<file path="config.mk">
export PLATFORM = sky130hd
export DESIGN_NAME = in_port_buffer
export DESIGN_NICKNAME = d
export VERILOG_FILES = /design/src/rtl/cpu_io_pkg.sv /design/src/rtl/in_port_fifo.sv /design/src/rtl/in_port_buffer.sv
export SDC_FILE = /design/constraint.sdc
export NUM_CORES = 1
export LEC_CHECK = 0
export CORE_MARGIN = 2
export CORE_UTILIZATION = 45
export CTS_CLUSTER_DIAMETER = 100
export DETAILED_ROUTE_END_ITERATION = 8
export PLACE_DENSITY_LB_ADDON = 0.15
export SLEW_MARGIN = 20
export SYNTH_ARGS = -nofsm -noshare
export SYNTH_HDL_FRONTEND = slang
export SYNTH_SLANG_ARGS = --single-unit
</file>
<file path="constraint.sdc">
create_clock -name Clock -period 2.1 [get_ports Clock]
set_input_delay 0.42 -clock Clock [delete_from_list [all_inputs] [get_ports Clock]]
set_output_delay 0.42 -clock Clock [all_outputs]
set_load 0.05 [all_outputs]
</file>
<file path="src/rtl/cpu_io_pkg.sv">
// rtl/cpu_io_pkg.sv - shared widths and port FSM encoding for the CPU I/O ports
package cpu_io_pkg;

    localparam int DATA_W        = 32;
    localparam int IN_PORT_DEPTH = 4;

    typedef enum logic {
        P_IDLE = 1'b0,
        P_HELD = 1'b1
    } port_state_t;

endpackage

</file>
<file path="src/rtl/in_port_fifo.sv">
// rtl/in_port_fifo.sv - in-port word storage with explicit occupancy count
module in_port_fifo #(
    parameter int DATA_W = 32,
    parameter int DEPTH  = 4,
    parameter int PTR_W  = $clog2(DEPTH)
) (
    input  logic              clk,
    input  logic              rst,
    input  logic              push,
    input  logic [DATA_W-1:0] wr_data,
    input  logic              pop,
    output logic [DATA_W-1:0] rd_data,
    output logic [PTR_W:0]    count,
    output logic              full,
    output logic              empty
);

    localparam logic [PTR_W:0] FULL_CNT = (PTR_W+1)'(DEPTH);

    logic [DATA_W-1:0] mem [DEPTH];
    logic [PTR_W-1:0]  wr_ptr;
    logic [PTR_W-1:0]  rd_ptr;

    assign full    = (count == FULL_CNT);
    assign empty   = (count == '0);
    assign rd_data = mem[rd_ptr];

    // Storage is intentionally not reset; count alone decides what is valid.
    always_ff @(posedge clk) begin
        if (push) begin
            mem[wr_ptr] <= wr_data;
        end
    end

    always_ff @(posedge clk) begin
        if (rst) begin
            wr_ptr <= '0;
            rd_ptr <= '0;
            count  <= '0;
        end else begin
            if (push) begin
                wr_ptr <= wr_ptr + 1'b1;
            end
            if (pop) begin
                rd_ptr <= rd_ptr + 1'b1;
            end
            case ({push, pop})
                2'b10:   count <= count + 1'b1;
                2'b01:   count <= count - 1'b1;
                default: count <= count;
            endcase
        end
    end

endmodule

</file>
<file path="src/rtl/in_port_buffer.sv">
// rtl/in_port_buffer.sv - CPU input port: device handshake, FIFO, one-pop-per-strobe bus read
module in_port_buffer #(
    parameter int DATA_W = cpu_io_pkg::DATA_W,
    parameter int DEPTH  = cpu_io_pkg::IN_PORT_DEPTH,
    parameter int PTR_W  = $clog2(DEPTH)
) (
    input  logic              Clock,
    input  logic              Clear,
    input  logic [DATA_W-1:0] ext_data,
    input  logic              ext_valid,
    output logic              ext_ready,
    input  logic              InPortout,
    output logic [DATA_W-1:0] BusMuxIn_InPort,
    output logic              in_avail,
    output logic [PTR_W:0]    in_count,
    output logic              underrun,
    input  logic              clr_status
);

    import cpu_io_pkg::*;

    port_state_t       state;
    port_state_t       state_nxt;
    logic              pop_evt;
    logic              push;
    logic              pop;
    logic [DATA_W-1:0] head;
    logic              full;
    logic              empty;

    in_port_fifo #(
        .DATA_W (DATA_W),
        .DEPTH  (DEPTH),
        .PTR_W  (PTR_W)
    ) u_fifo (
        .clk     (Clock),
        .rst     (Clear),
        .push    (push),
        .wr_data (ext_data),
        .pop     (pop),
        .rd_data (head),
        .count   (in_count),
        .full    (full),
        .empty   (empty)
    );

    assign ext_ready       = !Clear && !full;
    assign push            = ext_valid && ext_ready;
    assign pop             = pop_evt && !empty;
    assign in_avail        = !empty;
    assign BusMuxIn_InPort = empty ? '0 : head;

    always_ff @(posedge Clock) begin
        if (Clear) begin
            state <= P_IDLE;
        end else begin
            state <= state_nxt;
        end
    end

    // P_HELD plays the role of the delayed InPortout sample.
    always_comb begin
        state_nxt = state;
        pop_evt   = 1'b0;
        case (state)
            P_IDLE: begin
                if (InPortout) begin
                    pop_evt   = 1'b1;
                    state_nxt = P_HELD;
                end
            end
            P_HELD: begin
                if (!InPortout) begin
                    state_nxt = P_IDLE;
                end
            end
            default: state_nxt = P_IDLE;
        endcase
    end

    // A new underrun takes priority over clr_status so no event is lost.
    always_ff @(posedge Clock) begin
        if (Clear) begin
            underrun <= 1'b0;
        end else if (pop_evt && empty) begin
            underrun <= 1'b1;
        end else if (clr_status) begin
            underrun <= 1'b0;
        end
    end

endmodule

</file>
# After elaboration in Yosys (flattened, before gate mapping)
# Memory sizes are Yosys's and may differ from the RTL's. A register that Yosys moved wholly into a read port is not among the register bits.
# Index checks and enable logic that the tools add are counted.
classes:
  n_eq_ne: 3
  addsub: 4
  order_cmp: 0
  div_mod_pow: 0
  muxes: 10
  n_reduce_logical: 10
  bitwise_logic: 0
  multipliers: 0
  shifts: 0
ops:
  columns: ["cell", "count"]
  rows:
  - ["$mux 32", 1]
  - ["$mux 1", 6]
  - ["$pmux 3 s2", 1]
  - ["$add 2x1->2 const B", 2]
  - ["$logic_and 1x1->1", 4]
  - ["$mux 2", 2]
  - ["$reduce_bool 2->1", 2]
  - ["$add 3x1->3 const B", 1]
  - ["$eq 3x3->1 const B", 1]
  - ["$logic_not 1->1", 3]
  - ["$logic_not 3->1", 1]
  - ["$sub 3x1->3 const B", 1]
  - ["$eq 2x1->1 const B", 1]
  - ["$eq 2x2->1 const B", 1]
totals:
  regBits: 9
  wordCells: 33
  in_bits: 37
  memories: 1
  mem_bits_ro: 0
  latch_bits: 0
  ramBits: 128
mem_list:
  columns: ["memory", "words", "width", "read_ports", "rd_clocked_by_memory_dff", "write_ports", "line", "text"]
  rows:
  - ["u_fifo.mem", 4, 32, 1, 1, 1, "in_port_fifo.sv:20", "logic [DATA_W-1:0] mem [DEPTH];"]

# Logic depth before layout (Yosys ltp)
# Gate-level depths: netlist of run 1.
logic_depth:
  depth_word: 6
  ltp_mapped: 9
  ltp_nobuf: 9

# Hierarchy
# From an unflattened synthesis of run 1, not the netlist that was laid out.
hier_totals:
  cells_unflattened: 259
  hier_area_um2: 5424.0
modules_own_cells:
  columns: ["mod", "n_inst", "cells_each", "area_each_um2"]
  rows:
  - ["in_port_fifo", 1, 214, 5092.4]
  - ["in_port_buffer", 1, 45, 331.6]

# Worst setup path before layout of run 1
# Ideal clock, no wire load.
synth_path:
  kind: "register -> register"
  from: "reg u_fifo.count[0]"
  to: "mem u_fifo.mem[1][0], enable pin"
  synth_period_minus_slack_ns: 2.414
  setup_ns: 0.392
  path_slack_ns: -0.314
  t_required_ns: 1.708
  n_path_buf: 0
  stages_incl_launch_ff: 4
  arrival_time_ns: 2.022
  path_cell_list: "dfxtp_1 -> nor3b_2 -> nor3b_4 -> and2_1"
synth_between:
  elab_chain_cells: 6
synth_lines:
  columns: ["item", "line", "text"]
  rows:
  - ["start: declaration", "in_port_fifo.sv:13", "output logic [PTR_W:0] count,"]
  - ["start signal: assignment", "in_port_fifo.sv:48", "2'b10: count <= count + 1'b1;"]
  - ["start signal: assignment", "in_port_fifo.sv:49", "2'b01: count <= count - 1'b1;"]
  - ["start signal: assignment", "in_port_fifo.sv:50", "default: count <= count;"]
  - ["$eq 3x3->1", "in_port_fifo.sv:24", "assign full = (count == FULL_CNT);"]
  - ["$logic_not 1->1", "in_port_buffer.sv:47", "assign ext_ready = !Clear && !full;"]
  - ["$logic_and 1x1->1", "in_port_buffer.sv:47", null]
  - ["$logic_and 1x1->1", "in_port_buffer.sv:48", "assign push = ext_valid && ext_ready;"]
  - ["$mux 1", "in_port_fifo.sv:30", "if (push) begin"]
  - ["$mux 1 (not written as such)", "in_port_fifo.sv:31", "mem[wr_ptr] <= wr_data;"]
  - ["end: declaration", "in_port_fifo.sv:20", null]
# No other way between the ends.

==> results by stage, run 1 <==
Synth:
- The most area-hungry cell type in the Yosys netlist is sky130_fd_sc_hd__edfxtp_1.
- The share of the Yosys chip area taken by registers is 74.93%.
- In the post-synthesis netlist, the biggest area contributors are sky130_fd_sc_hd__edfxtp_1 (71%), sky130_fd_sc_hd__mux4_2 (13%), sky130_fd_sc_hd__dfxtp_1 (4.1%).
- Yosys printed 0 warnings.
- Dividing the synthesized area by the synthesized cell count gives approximately 21 um2.
- Counting flops and latches in the post-synthesis netlist gives between 100 and 150.
- The most instantiated library cell after synthesis is sky130_fd_sc_hd__edfxtp_1.
- The share of flip-flops with an asynchronous set or reset after synthesis is 0%.
- The synthesized netlist net count is 304.
- Yosys mapped a number of flops with a built-in enable equal to ~130.
- Summed over its instances, the top area cell type makes up 70.87% of the synthesized netlist area.
- By count the netlist is led by sky130_fd_sc_hd__edfxtp_1 (128), sky130_fd_sc_hd__nor2b_1 (34), sky130_fd_sc_hd__mux4_2 (32).
- The most used flip-flop cell after synthesis is sky130_fd_sc_hd__edfxtp_1.
- The synthesized area is 0.005424 mm2.
- The cell count after synthesis came out at 261.
- The unique cell type count in the Yosys netlist is 25.

Placed design:
- The count of buffers inserted at the top-level ports is 74.
- The congestion estimate from routability-driven global placement came to roughly 0.69.
- The post-detailed-placement cell area is 0.006859 mm2.
- The worst slack at placement is -308.2 ps.
- The HPWL after detailed placement is 5.863 mm.

Outcome:
- The checks that failed: setup timing.
- The flow ran to the end, but the final reports show violations.

Worst setup path:
- In this run the worst path has a maximum fanout of 5.
- The worst setup path is captured at a primary output.
- Traced cell by cell, the critical path runs through buf_12 -> buf_16 -> mux4_2 -> nor2b_4 -> clkbuf_16.
- The cell depth of the worst flop-to-flop path is 9.
- The worst setup path is launched from a flip-flop.
- The destination of the critical timing path is BusMuxIn_InPort[18].
- Across all register-to-register paths, the minimum setup slack is ~150 ps.
- Data on the critical path arrives at its endpoint at between 1500 and 2000 ps.
- For the worst setup path, the data required time is 1680 ps.
- In this run the critical register-to-register path is launched from u_fifo.count[2].
- For this design, the slowest cell found on the critical path is sky130_fd_sc_hd__mux4_2.
- On the worst path, the slowest cell contributes a delay of 510 ps.
- The end of the worst register-to-register path is u_fifo.count[2].
- The critical path is of the flip-flop to primary output type.

Routing:
- The average vias per placed instance is 5.105.
- After detailed routing, the number of remaining DRC violations is 0.
- In this run, the number of DRC markers left after iteration 0 of detailed routing was 164.
- The number of nets with antenna violations after detailed routing is 0.
- The count of vias placed by the detailed router is 2680.
- The average routed wire per standard cell is ~19 um.
- After detailed routing, the total wire length is 9.773 mm.
- The number of search-and-repair iterations in the first detailed-routing pass is 4.

Power and ir drop:
- Per report_power, the clock group accounts for between 30 and 40% of the total.
- The part of the power in registers is a little over a third.
- Net switching is a little under a third of the power.
- The internal power consumption is 6.369 mW.
- IR analysis of the VDD net gives a maximum drop of 0.9476 mV.
- For this design the static power due to leakage is 2.537 nW.
- The power dissipated by switching net loads is 2.744 mW.
- Dividing total power by cell area gives a power density of 1205 mW/mm2.
- The relative contribution of combinational cells to total power is 34.1%.

Floorplanning:
- The top-level I/O count is 75.
- In this run the core area contains 40 standard-cell rows.
- From bottom edge to top edge, the die measures 113.8 um.
- The core footprint is 0.01191 mm2.
- The starting density of the core is 45.54%.
- From left edge to right edge, the die measures 113.8 um.
- The full die area is 0.01295 mm2.

STA:
- The final worst slack is -210.4 ps.
- Setup repair after global routing could not meet its margin everywhere.
- In this run the tightest slew margin relative to its limit is between 60% and 70%.
- Derived from the worst setup path, the maximum achievable clock frequency is around 430 MHz.
- The hold violation total from the final report came to 0.
- In the final timing run, aggregate negative setup slack is -4666 ps.
- Setup violations remaining at the end of the flow were counted as 32.
- The max-slew violation count was 0.
- Of the available clock period, the critical path in the final layout requires 110.0%.
- The clock arrives with 9.719 ps of skew.
- The transition at the pin with the smallest max-transition slack is between 400 and 500 ps.
- Subtracting the final worst setup slack from the clock period gives 2310 ps.

Min path:
- The count of cells along the worst hold path is 2.
- The kind of path behind the tightest hold check is flip-flop to flip-flop.

Clock tree:
- In this run, CTS created clock tree buffers numbering 17.
- The insertion delay to the later sink of the worst-skew pair is 410 ps.
- For this design, the sink count on the clock tree is 139.
- The number of levels in the clock H-tree is 4.
- The clock transition time at the flip-flop clock pins of the worst setup and hold paths is ~50 ps.
- The clock passes through at most 2 buffers.
- TritonCTS built the clock tree.
- The root buffer selected by CTS is sky130_fd_sc_hd__clkbuf_16.

Global route:
- The wire length of the first global-routing pass is 15.37 mm.
- For this run the aggregate overflow at the end of global routing stands at 0.
- The number of global-route vias before repair is between 2000 and 3000.
- The overall global routing resource usage is between 15 and 20%.
- The initial antenna violation count was 0.
- Entering global routing, the biggest net connects 37 pins.

Cells and area:
- The layout-stage area growth over the synthesis result is 39.47%.
- The number of inserted filler cells in the final layout is 865.
- For this run, the post-layout net count is 408.
- The utilization after layout is 63.51%.
- The number of diodes added for antenna fixing is 0.
- In the final layout, the share of cells above drive strength 1 is 36.51%.
- The final instance area is 0.007565 mm2.

Job:
- The number of maximum-capacitance violations is 0.
## metal layers
metal | vias up | GRT usage (%) | part of all wire, %
met5 | - | 0 | 0
met4 | 0 | 6.098 | 1.3
met3 | 9 | 5.367 | 4.3
met2 | 62 | 29.74 | 55
met1 | 1370 | 18.84 | 40
li1 | 1239 | - | -
## cells by family (layout without fill, tap and decap cells)
logic type | after synthesis | in the layout | share of synthesized area [%]
multiplexers | 36 | 36 | 14.09
AO/OA/AOI/OAI | 6 | 6 | 0.5537
AND/OR/NAND/NOR | 54 | 54 | 6.643
XOR/XNOR | 2 | 2 | 0.3230
flip-flops | 139 | 139 | 74.93
adder cells (fa/ha/maj) | 6 | 6 | 1.523
buffers and inverters | 18 | 135 | 1.938
## layout by cell type, fill, tap and decap left out
master / Yosys / final
sky130_fd_sc_hd__edfxtp_1: 128 / 128
sky130_fd_sc_hd__clkdlybuf4s50_1: 0 / 40
sky130_fd_sc_hd__buf_12: 0 / 40
sky130_fd_sc_hd__mux4_2: 32 / 32
sky130_fd_sc_hd__nor2b_1: 34 / 30
sky130_fd_sc_hd__clkbuf_16: 0 / 19
sky130_fd_sc_hd__clkinv_2: 0 / 8
sky130_fd_sc_hd__buf_4: 1 / 8
sky130_fd_sc_hd__inv_1: 6 / 6
sky130_fd_sc_hd__nor2_1: 6 / 6
sky130_fd_sc_hd__dfxtp_1: 11 / 6
sky130_fd_sc_hd__nor2b_4: 0 / 4
sky130_fd_sc_hd__and2_2: 0 / 4
sky130_fd_sc_hd__a21oi_1: 4 / 4
sky130_fd_sc_hd__ha_1: 5 / 4
sky130_fd_sc_hd__dfxtp_4: 0 / 4
sky130_fd_sc_hd__clkbuf_8: 0 / 4
sky130_fd_sc_hd__mux2_1: 3 / 3
sky130_fd_sc_hd__buf_6: 4 / 3
sky130_fd_sc_hd__nor3b_4: 1 / 2
sky130_fd_sc_hd__nand2b_1: 2 / 2
sky130_fd_sc_hd__xor2_1: 2 / 2
sky130_fd_sc_hd__nand3b_1: 2 / 2
sky130_fd_sc_hd__o21ai_0: 2 / 2
sky130_fd_sc_hd__or3_1: 2 / 2
sky130_fd_sc_hd__clkbuf_1: 3 / 2
sky130_fd_sc_hd__buf_16: 0 / 2
sky130_fd_sc_hd__nor3_4: 1 / 1
sky130_fd_sc_hd__nor3b_2: 2 / 1
sky130_fd_sc_hd__inv_2: 1 / 1
sky130_fd_sc_hd__mux2i_1: 1 / 1
sky130_fd_sc_hd__fa_2: 0 / 1
sky130_fd_sc_hd__ha_2: 0 / 1
sky130_fd_sc_hd__dfxtp_2: 0 / 1
sky130_fd_sc_hd__bufinv_16: 0 / 1
sky130_fd_sc_hd__buf_8: 0 / 1
## critical path: cells and delay by family, from the launching register on
kind / cells / cell delay [ps]
mux: 1 / 510
buf+inv: 3 / 420
flops: 1 / 390
simple gates: 1 / 150
## area by class of cell
cell class              count  area (um2)  share of cell area [%]
clock buffers              23       488.0                   6.451
clock inverters             9       70.07                  0.9262
inverters                   7       26.28                  0.3473
multi-input cells         104        1301                   17.20
flip-flops and latches    139        4080                   53.94
well taps                 147       183.9                   2.431
repair buffers             96        1415                   18.71
## sequential cells by signal, indices dropped and copies added, names as in the netlist, named ones only
name	flops
u_fifo.wr_ptr	2
state	1
u_fifo.count	3
u_fifo.mem	128
u_fifo.rd_ptr	2
underrun	1
## power by group through the flow
| stage | combinational, mW | clock (mW) | sequential [mW] |
|---|---|---|---|
| 6_report | 3.11 | 2.74 | 3.27 |
| 5_1_grt | 3.26 | 2.94 | 3.28 |
| 4_1_cts | 3.09 | 2.80 | 3.26 |
| 3_5_place_dp | 2.97 | 0 | 3.31 |
| 3_3_place_gp | 2.96 | 0 | 3.31 |
| 2_1_floorplan | 1.58 | 0 | 3.35 |
## worst min-delay path by stage
| stage | slack, ps | from | endpoint |
|---|---|---|---|
| after detailed placement | 480 | u_fifo.rd_ptr[1] | flip-flop |
| after floorplan | 460 | u_fifo.rd_ptr[1] | flip-flop |
| after global routing | 510 | u_fifo.rd_ptr[1] | flip-flop |
| after global placement | 470 | underrun | underrun |
| after CTS | 490 | underrun | underrun |
| final | 480 | underrun | underrun |
## per-stage QoR
step	hold WS [ps]	std cells	power (mW)
floorplan	459.1	261	4.928
global placement	465.0	490	6.264
detailed placement	481.0	490	6.281
CTS	488.0	525	9.151
global route	505.1	525	9.476
finish	478.9	525	9.113
## timing repair
item	in CTS	in global routing
setup buffers	1	0
hold buffers	0	0
cloned	2	0
setup endpoints to repair	33	33
gates resized for setup	7	15
pin swaps	0	2
(Power assumes the default switching activity.)
==> run 2: changes to the inputs <==
--- a/config.mk
+++ b/config.mk
@@ -9,8 +9,8 @@
 export CORE_UTILIZATION = 45
 export CTS_CLUSTER_DIAMETER = 100
 export DETAILED_ROUTE_END_ITERATION = 8
+export GPL_TIMING_DRIVEN = 0
 export PLACE_DENSITY_LB_ADDON = 0.15
-export SLEW_MARGIN = 20
 export SYNTH_ARGS = -nofsm -noshare
 export SYNTH_HDL_FRONTEND = slang
 export SYNTH_SLANG_ARGS = --single-unit
==> run 2 against run 1 <==
  * The run still ends with setup timing left
  * Clock skew shrank 1.9 ps
  * Clock power up 9.1%
  * Final cell count increased by 2.1%
  * Sequential power about the same
  * Non-clock buffer count up 11
  * Largest power group unchanged
  * Combinational power increased by 4%
  * Worst hold slack better by 3.4 ps
==> results by stage, run 2 (synthesis gave the netlist of run 1 again) <==
Outcome:
- The flow ran to the end, but the final reports show violations.
- The checks that failed: setup timing.

Cells and area:
- The final instance area is 0.007503 mm2.
- The number of antenna diodes in the final layout is 0.
- The layout-stage area growth over the synthesis result is 38.34%.
- The most frequent standard cell in the layout excluding fill and tap cells is sky130_fd_sc_hd__edfxtp_1.
- The number of inserted filler cells in the final layout is 865.
- The library cells used most frequently in the layout, excluding fill and tap cells, are sky130_fd_sc_hd__edfxtp_1 (128), sky130_fd_sc_hd__clkdlybuf4s50_1 (39), sky130_fd_sc_hd__mux4_2 (32), sky130_fd_sc_hd__buf_6 (30), sky130_fd_sc_hd__nor2b_4 (27).
- The number of nets in the finished design is 419.
- The register with the most flip-flops in the layout has 128 of them.
- The largest registers in the layout are u_fifo.mem x128, u_fifo.count x3.
- Ranked by flip-flop count, first place goes to u_fifo.mem.
- The layout cell share with drive strength beyond 1 is 42.93%.

Floorplanning:
- For this configuration, the core starts out at a cell density of 45.54%.
- Pin placement for this block handled 75 I/O pins.
- The die is 113.8 um wide.
- Measured along the y axis, the die boundary spans 113.8 um.
- The number of standard-cell rows in the floorplan is 40.
- The die covers around 0.013 mm2.
- The core region is 0.01191 mm2.

Global route:
- The total overflow reported by the global router is 0.
- The pin count of the biggest net entering global routing is 33.
- The number of global-route vias before repair came to 2916.
- The initial antenna violation count is 0.
- The overall global routing resource usage is 17.13%.
- The wire length of the first global-routing pass is about 16 mm.

Worst setup path:
- The required arrival time at the worst endpoint is between 1500 and 2000 ps.
- Together, buffers and inverters on the worst path number 3.
- On the critical path the largest part of the delay comes from multiplexers.
- In this design, the stage delay of the slowest critical-path cell is 520 ps.
- The nature of the critical path endpoint is a primary output.
- Of all nets on the critical path, the largest fanout is 8.
- STA classifies the critical path startpoint as a flip-flop.
- The critical path's slowest cell is sky130_fd_sc_hd__mux4_2.
- The arrival time at the worst endpoint is 1850 ps.
- The critical path is of the flip-flop to primary output type.
- Walking the worst path, the cells encountered are buf_12 -> buf_12 -> mux4_2 -> nor2b_4 -> buf_6.
- Among the stages of the critical path, the cell type that occurs most often is sky130_fd_sc_hd__buf_12.

Power and ir drop:
- Combinational logic is responsible for 34.1% of the overall power.
- The analysis attributes to net switching a power of a little under 3 mW.
- Of the total power, the share spent switching nets is 30.56%.
- The largest voltage drop on the vdd net is 0.5964 mV.
- The share of power burned in the clock network is a little under a third.
- Summed over all cells, the static leakage comes to 2.612 nW.
- The share of total power dissipated in sequential elements is 34.3%.
- Overall power consumption after layout is estimated at 9.466 mW.
- The internal power consumption is ~6.6 mW.
- For this design the ratio of total power to cell area is 1262 mW/mm2.

Clock tree:
- Clock-pin slew was measured on the worst setup and hold paths at 60 ps.
- Counting every sink on the clock net gives 139.
- No sink is reached through more buffers than the 2 on the longest clock path.
- The clock tree synthesis step divided the H-tree into 4 levels.
- TritonCTS created 17 clock buffers.
- The root buffer selected by CTS is sky130_fd_sc_hd__clkbuf_16.
- The insertion delay to the later sink of the worst-skew pair is 400 ps.
- The CTS tree is yes.

Routing:
- The number of design-rule violations left by the first detailed-router iteration is 138.
- Dividing the detail-routed via count by the number of cells gives 5.160.
- The routed layout has about 2800 vias.
- The number of nets with antenna violations after detailed routing is 0.
- The average routed wire per standard cell is 19.00 um.
- The pre-antenna-repair detailed-routing pass consisted of 4 iterations.
- In the routed design, unresolved DRC markers number 0.
- For this block, the routed nets add up to just over 10 mm of wire.

Job:
- Across the run, the number of max-cap violations was 0.

STA:
- After routing, the total negative slack on setup checks comes to -4369 ps.
- Once routing completed, OpenROAD measured the worst setup slack at -168.4 ps.
- The share of the clock period used by the worst path is 108.0%.
- Based on the critical path, the design can be clocked at up to 440.8 MHz.
- The max-slew violation count was 0.
- Across the routed clock network, the largest skew measured is 7.777 ps.
- The transition at the pin with the smallest max-transition slack is 529.8 ps.
- Setup repair after global routing could not meet its margin everywhere.
- The worst pin sits at a relative slew slack of 64.68%.
- The hold violation total from the final report is 0.
- The total setup violations reported at the end of the flow is 32.
- The worst path in the final design needs a cycle of roughly 2300 ps, including I/O delays and setup.

Placed design:
- Buffers placed on the I/O ports in this run total 74.
- The HPWL after detailed placement is 5.602 mm.
- The final RePlAce weighted congestion is roughly 0.7.
- The post-detailed-placement cell area is 0.006365 mm2.

Min path:
- The min-delay analysis places its worst path in the category flip-flop to flip-flop.
[run 2: repair_timing]
action                                  in CTS  in global routing
gates cloned                                 3                  0
setup buffers                               15                  7
endpoints found under the setup margin     163                 35
resized for setup                          300                 28
hold buffers                                 0                  0
pin swaps                                    6                  3
[run 2: area by class of cell]
cell class / instances / area, um2 / share of cell area [%]
plain buffers: 11 / 137.6 / 1.834
inverters: 7 / 26.28 / 0.3502
well taps: 147 / 183.9 / 2.451
clock inverters: 10 / 147.6 / 1.968
multi-input cells: 104 / 1485 / 19.79
repair buffers: 96 / 1002 / 13.36
clock buffers: 22 / 444.2 / 5.920
flip-flops and latches: 139 / 4076 / 54.33
[run 2: worst register-to-register path: stages (launching register included)]
cell and delay, ps:
sky130_fd_sc_hd__dfxtp_4 360, sky130_fd_sc_hd__buf_6 130, sky130_fd_sc_hd__nor3b_4 260, sky130_fd_sc_hd__nor3b_4 90, sky130_fd_sc_hd__inv_1 60, sky130_fd_sc_hd__ha_2 180
sky130_fd_sc_hd__inv_2 40, sky130_fd_sc_hd__fa_2 330, sky130_fd_sc_hd__xor2_1 150, sky130_fd_sc_hd__or3_1 300, sky130_fd_sc_hd__a21oi_1 120
[run 2: metal layers]
layer / track usage, % / wire length, um
met2: 28.82 / 5436
met1: 21.16 / 4310
met5: 0 / 0
met3: 4.835 / 303
met4: 6.829 / 132
[run 2: power groups by stage]
stage	clock network (mW)	logic, mW	registers [mW]
6_report	2.99	3.23	3.25
3_3_place_gp	0	2.41	3.30
2_1_floorplan	0	1.58	3.35
4_1_cts	3.04	3.17	3.25
5_1_grt	3.16	3.38	3.26
3_5_place_dp	0	2.42	3.31
[run 2: path summary, 6_finish.rpt]
kind,start,end,depth (start not counted),slack (ps)
setup / recovery,flip-flop,BusMuxIn_InPort[11],5,-170
hold / removal,underrun,underrun,2,480
setup reg to reg,u_fifo.count[0],u_fifo.count[2],10,10
hold reg to reg,underrun,underrun,2,480
[run 2: through the flow]
step / util (%) / worst slack, ps / instances / hold WS [ps]
finish: 62.99 / -168.4 / 536 / 482.4
global route: 62.99 / -233.9 / 536 / 494.7
CTS: 62.41 / -278.9 / 532 / 476.9
detailed placement: 53.43 / -512.8 / 482 / 467.8
global placement: 53.43 / -542.5 / 482 / 464.0
floorplan: - / 5.303 / 261 / 459.1
==> run 3: changes to the inputs <==
--- a/config.mk
+++ b/config.mk
@@ -11,6 +11,8 @@
 export DETAILED_ROUTE_END_ITERATION = 8
 export GPL_TIMING_DRIVEN = 0
 export PLACE_DENSITY_LB_ADDON = 0.15
+export SLEW_MARGIN = 10
 export SYNTH_ARGS = -nofsm -noshare
 export SYNTH_HDL_FRONTEND = slang
+export SYNTH_HIERARCHICAL = 1
 export SYNTH_SLANG_ARGS = --single-unit
==> constraint.sdc (replaced) <==
create_clock -name Clock -period 2.4 [get_ports Clock]
set_input_delay 0.48 -clock Clock [delete_from_list [all_inputs] [get_ports Clock]]
set_output_delay 0.48 -clock Clock [all_outputs]
set_load 0.05 [all_outputs]
==> run 3 against run 2 <==
  * Synthesized cell count down 0.77%
  * The run still ends with setup timing left
  * Area after synthesis unchanged
  * Count of clock-buffer cells in the layout down 4
  * First-iteration DRC count up 30%
  * Critical path type unchanged
  * Sequential cell count unchanged
  * Combinational power down 21%
  * Critical path depth up 2
==> results by stage, run 3 <==
Synth:
- In the post-synthesis netlist, the biggest area contributors are sky130_fd_sc_hd__edfxtp_1 (71%), sky130_fd_sc_hd__mux4_2 (12%), sky130_fd_sc_hd__dfxtp_1 (4.1%).
- The biggest area contributor in the post-synthesis netlist is sky130_fd_sc_hd__edfxtp_1.
- Averaged over all synthesized cells, the footprint is 20.94 um2.
- For this run, asynchronously set or reset flops after synthesis account for 0%.
- The most instantiated library cell after synthesis is sky130_fd_sc_hd__edfxtp_1.
- The share of synthesized area in the top cell type comes to 70.87%.
- After synthesis, the most frequently instantiated cells are sky130_fd_sc_hd__edfxtp_1 (128), sky130_fd_sc_hd__mux4_2 (30), sky130_fd_sc_hd__nor2b_1 (27).
- The synthesized netlist net count is 302.
- The number of synthesized flops with an enable pin is 128.
- The primary flip-flop cell chosen by synthesis mapping is sky130_fd_sc_hd__edfxtp_1.
- The total of flip-flops plus latches after synthesis is approximately 140.
- After synthesis, the netlist uses 28 different library cells.
- The sequential cell area fraction in the yosys report is 74.93%.
- The Yosys step of the flow raised 6 warnings.
- In this run the cell area of the synthesized design comes to 0.005424 mm2.
- The synthesized instance count is 259.

Floorplanning:
- Once the floorplan was initialized, standard cells occupied 45.54% of the core.
- 75 I/O pins were placed.
- In this run the core area contains 40 standard-cell rows.
- The floorplan step set the die width to between 100 and 150 um.
- Measured along the y axis, the die boundary spans 113.8 um.
- The die covers 0.01295 mm2.
- The core footprint is 0.01191 mm2.

Routing:
- Detailed routing inserted a total of 2705 vias.
- The first detailed-routing pass ran for 4 iterations.
- The number of design-rule violations left by the first detailed-router iteration is 180.
- After detailed routing, the total wire length is roughly 9.8 mm.
- The average vias per placed instance is between 5 and 6.
- In the routed design, unresolved DRC markers number 0.
- In the final routed layout, each cell accounts on average for approximately 19 um.
- The detail route stage leaves a number of antenna-violating nets equal to 0.

Clock tree:
- The number of clock buffers inserted by TritonCTS is 17.
- The root buffer selected by CTS is sky130_fd_sc_hd__clkbuf_16.
- The number of levels in the clock H-tree is 4.
- The clock transition time at the flip-flop clock pins of the worst setup and hold paths is 60 ps.
- The insertion delay to the later sink of the worst-skew pair is 410 ps.
- The sink count of the clock tree is 139.
- The maximum buffer depth of the clock tree is 2.
- TritonCTS built the clock tree.

STA:
- The worst path in the final design needs a cycle of around 2500 ps, including I/O delays and setup.
- Setup repair after global routing could not meet its margin everywhere.
- The max-slew violation count is 0.
- The final critical path takes up 102.5% of the cycle.
- For the pin with the worst max-slew slack, the measured transition is 931.6 ps.
- The worst pin sits at a relative slew slack of 37.90%.
- The total setup violations reported at the end of the flow is 11.
- The highest clock frequency the design can meet is 406.6 MHz.
- Clock skew on the completed layout was measured at 4.985 ps.
- The hold violation total from the final report is 0.
- Setup slack on the critical path of the routed design comes to -59.38 ps.

Placed design:
- Summing all placed instances gives a cell area of 0.006375 mm2.
- The final RePlAce weighted congestion is between 0.6 and 0.7.
- The HPWL after detailed placement is around 5.7 mm.
- After detailed placement, the design holds a cell count of 480.
- Port buffering added 74 buffers.
- The worst slack at placement is -794.6 ps.

Worst setup path:
- STA classifies the critical path endpoint as a primary output.
- The arrival time at the worst endpoint is roughly 2000 ps.
- The end of the worst register-to-register path is u_fifo/count[2].
- Measured in cells, the most critical reg-to-reg path has a length of 11.
- STA classifies the critical path startpoint as a flip-flop.
- Setup slack on the worst reg-to-reg path comes out at 120 ps.
- The required arrival time at the worst endpoint is 1920 ps.
- The kind of critical path is flip-flop to primary output.
- In this run the worst path has a maximum fanout of 5.
- In this run the critical register-to-register path is launched from u_fifo/count[1].

Power and ir drop:
- For this design the static power due to leakage is 2.557 nW.
- In this run, flip-flops and latches consume 34.5% of the power.
- Combinational logic burns a little under a third of the power.
- The largest voltage drop on the vdd net is 0.6309 mV.
- The clock network is responsible for 33.9% of the overall power.
- The internal portion of the total power is approximately 5.7 mW.
- In this run switching power makes up 30.16% of total power.
- The power dissipated by switching net loads is 2.443 mW.
- Dividing total power by cell area gives a power density of 1100 mW/mm2.

Cells and area:
- Cells with a size suffix above 1 make up between 30 and 40% of the layout.
- The top cell types in the final layout, fill and taps aside, are sky130_fd_sc_hd__edfxtp_1 (128), sky130_fd_sc_hd__clkdlybuf4s50_1 (40), sky130_fd_sc_hd__buf_6 (30), sky130_fd_sc_hd__mux4_2 (30), sky130_fd_sc_hd__clkbuf_16 (18).
- The count of cells in the finished layout, fillers not included, comes to 528.
- With fillers left out, the area of the finished cells amounts to approximately 0.0074 mm2.
- From synthesis to final layout, the design area changed by 35.71%.
- The largest registers in the layout are u_fifo/mem x128, u_fifo/count x3.
- The filler cells instantiated in the layout total 864.
- The register with the highest flop count is u_fifo/mem.
- The most frequent standard cell in the layout excluding fill and tap cells is sky130_fd_sc_hd__edfxtp_1.
- The number of flip-flops under the largest register name is 128.
- The net count of the finished layout is 411.
- The repair_antennas step left the layout with diodes totalling 0.

Min path:
- The worst hold path belongs to the class flip-flop to flip-flop.
- The worst hold path was traced through 2 stages.
- The worst hold path begins at underrun.
- The endpoint of the worst hold path is underrun.

Outcome:
- The run finished, with violations left.
- The checks that failed: setup timing.

Global route:
- The number of global-route vias before repair is 2854.
- The total overflow reported by the global router is 0.
- The wire length of the first global-routing pass is 15.37 mm.
- Global routing used 16.77% of the available tracks across all layers.
- The pin count of the biggest net entering global routing is 33.
- The initial antenna violation count was 0.

Job:
- The number of maximum-capacitance violations is 0.
==> run 3: power by group through the flow <==
stage | Sequential (mW) | Clock (mW) | Combinational (mW)
floorplan | 2.88 | 0 | 1.42
global placement | 2.83 | 0 | 2.16
detailed placement | 2.84 | 0 | 2.18
CTS | 2.79 | 2.80 | 2.24
global route | 2.81 | 2.91 | 2.69
finish | 2.80 | 2.75 | 2.55
==> run 3: worst max path at each step <==
stage,startpoint,end,slack (ps)
after floorplan,u_fifo/count[1],u_fifo/count[2],40
after global placement,u_fifo/count[0],BusMuxIn_InPort[14],-730
after detailed placement,u_fifo/count[0],BusMuxIn_InPort[14],-790
after CTS,flip-flop,BusMuxIn_InPort[12],-150
after global routing,flip-flop,BusMuxIn_InPort[15],-130
final,flip-flop,BusMuxIn_InPort[5],-60
==> run 3: cell families (layout without fill, tap and decap cells) <==
family,count (synthesis),after routing,share of synthesized area (%)
flip-flops,139,139,74.93
adder cells (fa/ha/maj),6,6,1.523
AO/OA/AOI/OAI,4,4,0.4382
buffers and inverters,18,140,2.537
multiplexers,33,33,13.61
XOR/XNOR,5,5,0.8075
AND/OR/NAND/NOR,54,54,6.159
==> run 3: area by class of cell <==
class	instances	area, um2	area share [%]
clock buffer	18	429.2	5.830
buffer	10	105.1	1.428
tap	147	183.9	2.499
inverter	7	26.28	0.3570
multi-input combinational	102	1379	18.73
sequential	139	4074	55.35
timing repair buffer	91	962.2	13.07
clock inverter	14	201.4	2.737
==> run 3: metal layers <==
layer / vias to the layer above / GRT usage [%] / share of wire, % / wire (um)
met2: 77 / 27.39 / 52 / 5087
met3: 10 / 6.482 / 5.8 / 572
met1: 1377 / 20.26 / 41 / 4057
li1: 1241 / - / - / -
met5: - / 0 / 0 / 0
met4: 0 / 6.667 / 1.2 / 120
==> run 3: critical path, stage by stage, from the launching register on <==
cell and delay, ps:
sky130_fd_sc_hd__dfxtp_2 340, sky130_fd_sc_hd__buf_8 130, sky130_fd_sc_hd__buf_12 110, sky130_fd_sc_hd__buf_8 110
sky130_fd_sc_hd__buf_4 110, sky130_fd_sc_hd__mux4_2 480, sky130_fd_sc_hd__nor2b_4 140, sky130_fd_sc_hd__buf_6 150
==> run 3: per-stage QoR <==
step / hold WS, ps / total power [mW] / util (%) / TNS, ps
after floorplan: 484.7 / 4.302 / - / 0
after global placement: 471.3 / 4.991 / 53.52 / -53070
after detailed placement: 472.1 / 5.012 / 53.52 / -54270
after CTS: 486.2 / 7.834 / 59.31 / -723.8
after global routing: 510.8 / 8.401 / 61.80 / -1848
final: 482.2 / 8.100 / 61.80 / -304.8
==> run 3: repair_timing <==
item,4_1_cts,5_1_grt
endpoints found under the setup margin,37,30
hold buffers,0,0
buffers inserted,10,6
gates cloned,0,1
gates resized for setup,206,70
pin swaps,1,0
